$ cat src/rtl/alu_exec_unit.sv
// alu_exec_unit: multi-cycle MIPS ALU behind valid/ready handshakes.
// Single-cycle ops complete at the accept edge. sll runs one bit per cycle
// through a working register, so its latency is shamt+1 cycles.
module alu_exec_unit #(
   parameter int WIDTH = 32,
   parameter int SHW   = 5
) (
   input  logic             clk,
   input  logic             reset,
   input  logic             in_valid,
   output logic             in_ready,
   input  logic [3:0]       alu_ctrl,
   input  logic [WIDTH-1:0] op_a,
   input  logic [WIDTH-1:0] op_b,
   input  logic [SHW-1:0]   shamt,
   output logic             out_valid,
   input  logic             out_ready,
   output logic [WIDTH-1:0] result,
   output logic             zero,
   output logic             branch_taken,
   output logic             jump_reg,
   output logic             illegal
);

   localparam logic [1:0] S_IDLE  = 2'd0;
   localparam logic [1:0] S_SHIFT = 2'd1;
   localparam logic [1:0] S_DONE  = 2'd2;

   logic [1:0]       state_q, state_d;
   logic [WIDTH-1:0] shreg_q, shreg_d;
   logic [SHW-1:0]   cnt_q, cnt_d;
   logic [WIDTH-1:0] result_q, result_d;
   logic             zero_q, zero_d;
   logic             br_q, br_d;
   logic             jr_q, jr_d;
   logic             ill_q, ill_d;

   // decoded values for the request currently on the input port
   logic [WIDTH-1:0] op_res;
   logic             op_br;
   logic             op_jr;
   logic             op_ill;
   logic             op_shift;
   logic             accept;

   assign in_ready     = (state_q == S_IDLE);
   assign out_valid    = (state_q == S_DONE);
   assign accept       = in_valid & in_ready;
   assign result       = result_q;
   assign zero         = zero_q;
   assign branch_taken = br_q;
   assign jump_reg     = jr_q;
   assign illegal      = ill_q;

   // Decode the control code into a single-cycle result and flags.
   always_comb begin
      op_res   = '0;
      op_br    = 1'b0;
      op_jr    = 1'b0;
      op_ill   = 1'b0;
      op_shift = 1'b0;
      case (alu_ctrl)
         4'b0010, 4'b0011, 4'b1000, 4'b1001: op_res = op_a + op_b;
         4'b0000, 4'b0001:                   op_res = op_a & op_b;
         4'b1100:                            op_res = ~(op_a | op_b);
         4'b0111: op_res = {{(WIDTH-1){1'b0}}, ($signed(op_a) < $signed(op_b))};
         4'b1010: begin
            op_res = op_a - op_b;
            op_br  = (op_a == op_b);
         end
         4'b1111: begin
            op_res = op_a;
            op_jr  = 1'b1;
         end
         4'b1011: op_res   = op_a;
         4'b0100: op_shift = 1'b1;
         default: op_ill   = 1'b1;
      endcase
   end

   // Next-state logic for the IDLE/SHIFT/DONE sequencer and result registers.
   always_comb begin
      state_d  = state_q;
      shreg_d  = shreg_q;
      cnt_d    = cnt_q;
      result_d = result_q;
      zero_d   = zero_q;
      br_d     = br_q;
      jr_d     = jr_q;
      ill_d    = ill_q;
      case (state_q)
         S_IDLE: begin
            if (accept) begin
               if (op_shift) begin
                  // operands are captured here; later input changes are ignored
                  state_d = S_SHIFT;
                  shreg_d = op_b;
                  cnt_d   = shamt;
               end else begin
                  state_d  = S_DONE;
                  result_d = op_res;
                  zero_d   = (op_res == '0);
                  br_d     = op_br;
                  jr_d     = op_jr;
                  ill_d    = op_ill;
               end
            end
         end
         S_SHIFT: begin
            if (cnt_q == '0) begin
               state_d  = S_DONE;
               result_d = shreg_q;
               zero_d   = (shreg_q == '0);
            end else begin
               shreg_d = shreg_q << 1;
               cnt_d   = cnt_q - SHW'(1);
            end
         end
         S_DONE: begin
            // everything holds while the consumer stalls
            if (out_ready) begin
               state_d = S_IDLE;
               br_d    = 1'b0;
               jr_d    = 1'b0;
               ill_d   = 1'b0;
            end
         end
         default: state_d = S_IDLE;
      endcase
   end

   // State registers; reset discards any in-flight operation.
   always_ff @(posedge clk or posedge reset) begin
      if (reset) begin
         state_q  <= S_IDLE;
         shreg_q  <= '0;
         cnt_q    <= '0;
         result_q <= '0;
         zero_q   <= 1'b0;
         br_q     <= 1'b0;
         jr_q     <= 1'b0;
         ill_q    <= 1'b0;
      end else begin
         state_q  <= state_d;
         shreg_q  <= shreg_d;
         cnt_q    <= cnt_d;
         result_q <= result_d;
         zero_q   <= zero_d;
         br_q     <= br_d;
         jr_q     <= jr_d;
         ill_q    <= ill_d;
      end
   end

endmodule

$ cat config.mk
export PLATFORM = sky130hd
export DESIGN_NAME = alu_exec_unit
export DESIGN_NICKNAME = d
export VERILOG_FILES = /design/src/rtl/alu_exec_unit.sv
export SDC_FILE = /design/constraint.sdc
export NUM_CORES = 1
export LEC_CHECK = 0
export CORE_MARGIN = 1
export CORE_UTILIZATION = 45
export DETAILED_ROUTE_END_ITERATION = 6
export GPL_ROUTABILITY_DRIVEN = 0
export GPL_TIMING_DRIVEN = 1
export PLACE_DENSITY_LB_ADDON = 0.05
export SKIP_CTS_REPAIR_TIMING = 1
export SLEW_MARGIN = 20
export SYNTH_ARGS = -nofsm -noshare
export SYNTH_HDL_FRONTEND = slang
export SYNTH_SLANG_ARGS = --single-unit
$ cat constraint.sdc
create_clock -name clk -period 5.8 [get_ports clk]
set_input_delay 1.16 -clock clk [delete_from_list [all_inputs] [get_ports clk]]
set_output_delay 1.16 -clock clk [all_outputs]
set_load 0.05 [all_outputs]
==> impl_metrics.env <==
export IMPL_outcome="finished, violations left"
export IMPL_failed_checks="design-rule violations"
export IMPL_row_count=51
export IMPL_cts_tree="done"
export IMPL_synth_top_area_share_pct=21.0
export IMPL_leakagePower_nw=4.65
export IMPL_crit_type="input port to flop"
export IMPL_layout_commonest_cell="nand2_1"
export IMPL_seq_power_share_pct=31.3
export IMPL_critPathBufInv=2
export IMPL_fp_dieW_um=143
export IMPL_min_path_type="flop to flop"
export IMPL_startpoint_type="input port"
export IMPL_postRouteAntennaNets=0
export IMPL_fin_crit_sh_pct=96.1
export IMPL_clk_latency_ns=0.34
export IMPL_setup_viol=0
export IMPL_holdPathEnd="result[21]"
export IMPL_crit_path_max_fanout=13
export IMPL_max_cap_viol_count=0
export IMPL_cp_top_family="compound AO/OA/AOI/OAI gates"
export IMPL_numCtsBuffers=9
export IMPL_path_clk_slew_ns=0.06
export IMPL_final_min_clock_period_ns=5.57
export IMPL_power_internal_mw=1.60
export IMPL_yosysTopAreaCell="dfrtp_1"
export IMPL_max_stage_delay_ns=0.58
export IMPL_grt_overflow=0
export IMPL_cp_slowest_cell="clkdlybuf4s50_1"
export IMPL_vias=9392
export IMPL_hold_depth=2
export IMPL_switchingPower_mw=1.30
export IMPL_ys_seq_area_share_pct=21.0
export IMPL_synth_seq_cells=75
export IMPL_grt_start_max_net_pins=68
export IMPL_yosys_warnings=0
export IMPL_grt_pass1_wl_um=48100
export IMPL_max_freq_mhz=179
export IMPL_layout_common_cells="nand2_1 (122), clkdlybuf4s50_1 (114), ha_1 (110)"
export IMPL_drt_iter0_markers=802
export IMPL_pin_count=115
export IMPL_synth_area_um2=8950
export IMPL_cts_sinks=75
export IMPL_hold_violations=0
export IMPL_max_slew_margin_pct=40.2
export IMPL_p_sw_share_pct=44.9
export IMPL_synth_avg_cell_area_um2=7.54
export IMPL_dp_hpwl_um=24200
export IMPL_syn_num_nets=1376
export IMPL_fin_setup_tns_ns=0
export IMPL_ir_worst_vdd_mv=0.182
export IMPL_diodes=0
export IMPL_ys_top_cells_by_area="dfrtp_1 (21%), ha_1 (15%), nand2_1 (5.1%), a21oi_1 (5.1%), nor2_1 (4.3%)"
export IMPL_synth_edf_count=0
export IMPL_antenna_found_initial=0
export IMPL_path_cells="clkdlybuf4s50_1 -> inv_1 -> ha_1 -> nor3_1 -> o311ai_1 -> a311oi_1 -> or3_1 -> a221o_1 -> a21boi_0 -> o2111ai_1 -> nor4_1 -> nor4b_2 -> nand4_1 -> o31ai_2"
export IMPL_fillCellCount=1894
export IMPL_die_area_um2=20500
export IMPL_cts_root_buffer="clkbuf_16"
export IMPL_r2r_end="zero"
export IMPL_required_ns=6.05
export IMPL_multi_input_area_um2=6410
export IMPL_drc_errors=3
export IMPL_finalMaxSlewViolations=0
export IMPL_drive_above_1_share_pct=6.97
export IMPL_wl_um=31100
export IMPL_yosysUniqueCellTypes=83
export IMPL_synth_cells=1187
export IMPL_utilization_pct=55.1
export IMPL_min_from="result[21]"
export IMPL_grt_total_usage_pct=30.7
export IMPL_die_h_um=143
export IMPL_htree_levels=3
export IMPL_grt_pass1_vias=8764
export IMPL_area_growth_pct=19.8
export IMPL_fin_nets=1460
export IMPL_worstMarginPinSlew_ns=0.892
export IMPL_fin_skew_ns=0.00621
export IMPL_critPathArrivalTime_ns=5.82
export IMPL_regArea_um2=1880
export IMPL_clkPwrFrac_pct=19.4
export IMPL_crit_path_end_kind="flop"
export IMPL_synthFlopType="dfrtp_1"
export IMPL_rrSetupSlack_ns=2.02
export IMPL_clockBufferDepth=2
export IMPL_p_per_area_nw_per_um2=270
export IMPL_r2r_start="state_q[0]"
export IMPL_avgRoutedWirePerCell_um=20.2
export IMPL_pwr_share_comb_pct=49.2
export IMPL_synthArstFlopShare_pct=100
export IMPL_core_area_um2=19500
export IMPL_viasPerCell=6.09
export IMPL_reg2reg_depth=12
export IMPL_start_util_pct=46.0
export IMPL_port_buffers=114
export IMPL_dr_pass1_iters=7
export IMPL_grt_setup_unrepaired="no"
[cell type report]
cell class              count  share of cell area [%]
flip-flops and latches     75                    17.5
repair buffers            152                    13.4
inverters                  95                    3.34
clock inverters             7                   0.723
multi-input cells         938                    59.8
clock buffers               9                    2.10
well taps                 265                    3.09
[cell usage after synthesis, types with 10 or more instances]
cell      instances
o211ai_1         17
nor2b_1          19
nand3_1          21
clkbuf_1         55
a31oi_1          28
nand2b_1         11
nor2_1          103
o31ai_1          12
nand4_1          15
ha_1            110
a21oi_1          91
nand2_1         122
a211oi_1         16
and2_1           19
inv_1            95
dfrtp_1          75
a21boi_0         10
o21a_1           15
o21ai_0          76
buf_2            10
nor4_1           21
a21o_1           15
nor3_1           29
a222oi_1         29
[worst min-delay path, delay by kind of cell, from the launching register on]
| family | cells | cell delay (ns) |
|---|---|---|
| AOI/OAI and AO/OA | 1 | 0.06 |
| DFF | 1 | 0.34 |
| and+or+nand+nor | 1 | 0.04 |
[routing by layer]
metal,wire [um],global-route usage [%],up-vias
met5,0,0,-
met1,13100,39.1,4391
met3,2070,4.76,68
met2,14400,50.6,406
li1,-,-,4527
met4,1500,14.4,0
[cell families (layout without fill, tap and decap cells)]
group | after synthesis | count (layout) | share of synthesized area [%]
compound gates | 406 | 406 | 31.4
flops | 75 | 75 | 21.0
xor+xnor | 9 | 9 | 0.881
buf+inv | 174 | 263 | 7.83
fa+ha+maj | 112 | 112 | 15.8
simple gates | 404 | 404 | 22.3
mux | 7 | 7 | 0.825
[worst max-delay path by stage]
stage	endpoint	cells after the start	from	slack [ns]
global placement	zero	14	op_b[2]	0.13
finish	zero	14	op_b[2]	0.23
global route	zero	14	op_b[2]	0.04
CTS	zero	14	op_b[2]	0.42
floorplan	zero	14	op_a[0]	1.58
detailed placement	zero	14	op_b[2]	0.12
[stage by stage]
stage,instances,instance area (um^2),setup slack (ns),hold slack [ns],power (mW)
2_1_floorplan,1187,8950,1.58,0.481,1.81
5_1_grt,1541,10700,0.0433,0.504,3.08
4_1_cts,1541,10700,0.424,0.486,2.89
3_3_place_gp,1525,10400,0.128,0.462,2.31
3_5_place_dp,1525,10400,0.117,0.468,2.32
6_report,1541,10700,0.228,0.481,2.90
[power by group through the flow]
stage	combinational, mW	sequential (mW)	clock, mW
2_1_floorplan	0.681	1.13	0
3_5_place_dp	1.41	0.909	0
6_report	1.43	0.908	0.563
4_1_cts	1.42	0.904	0.570
5_1_grt	1.55	0.935	0.595
3_3_place_gp	1.41	0.907	0
No activity file was read; power rests on OpenSTA's default activity.
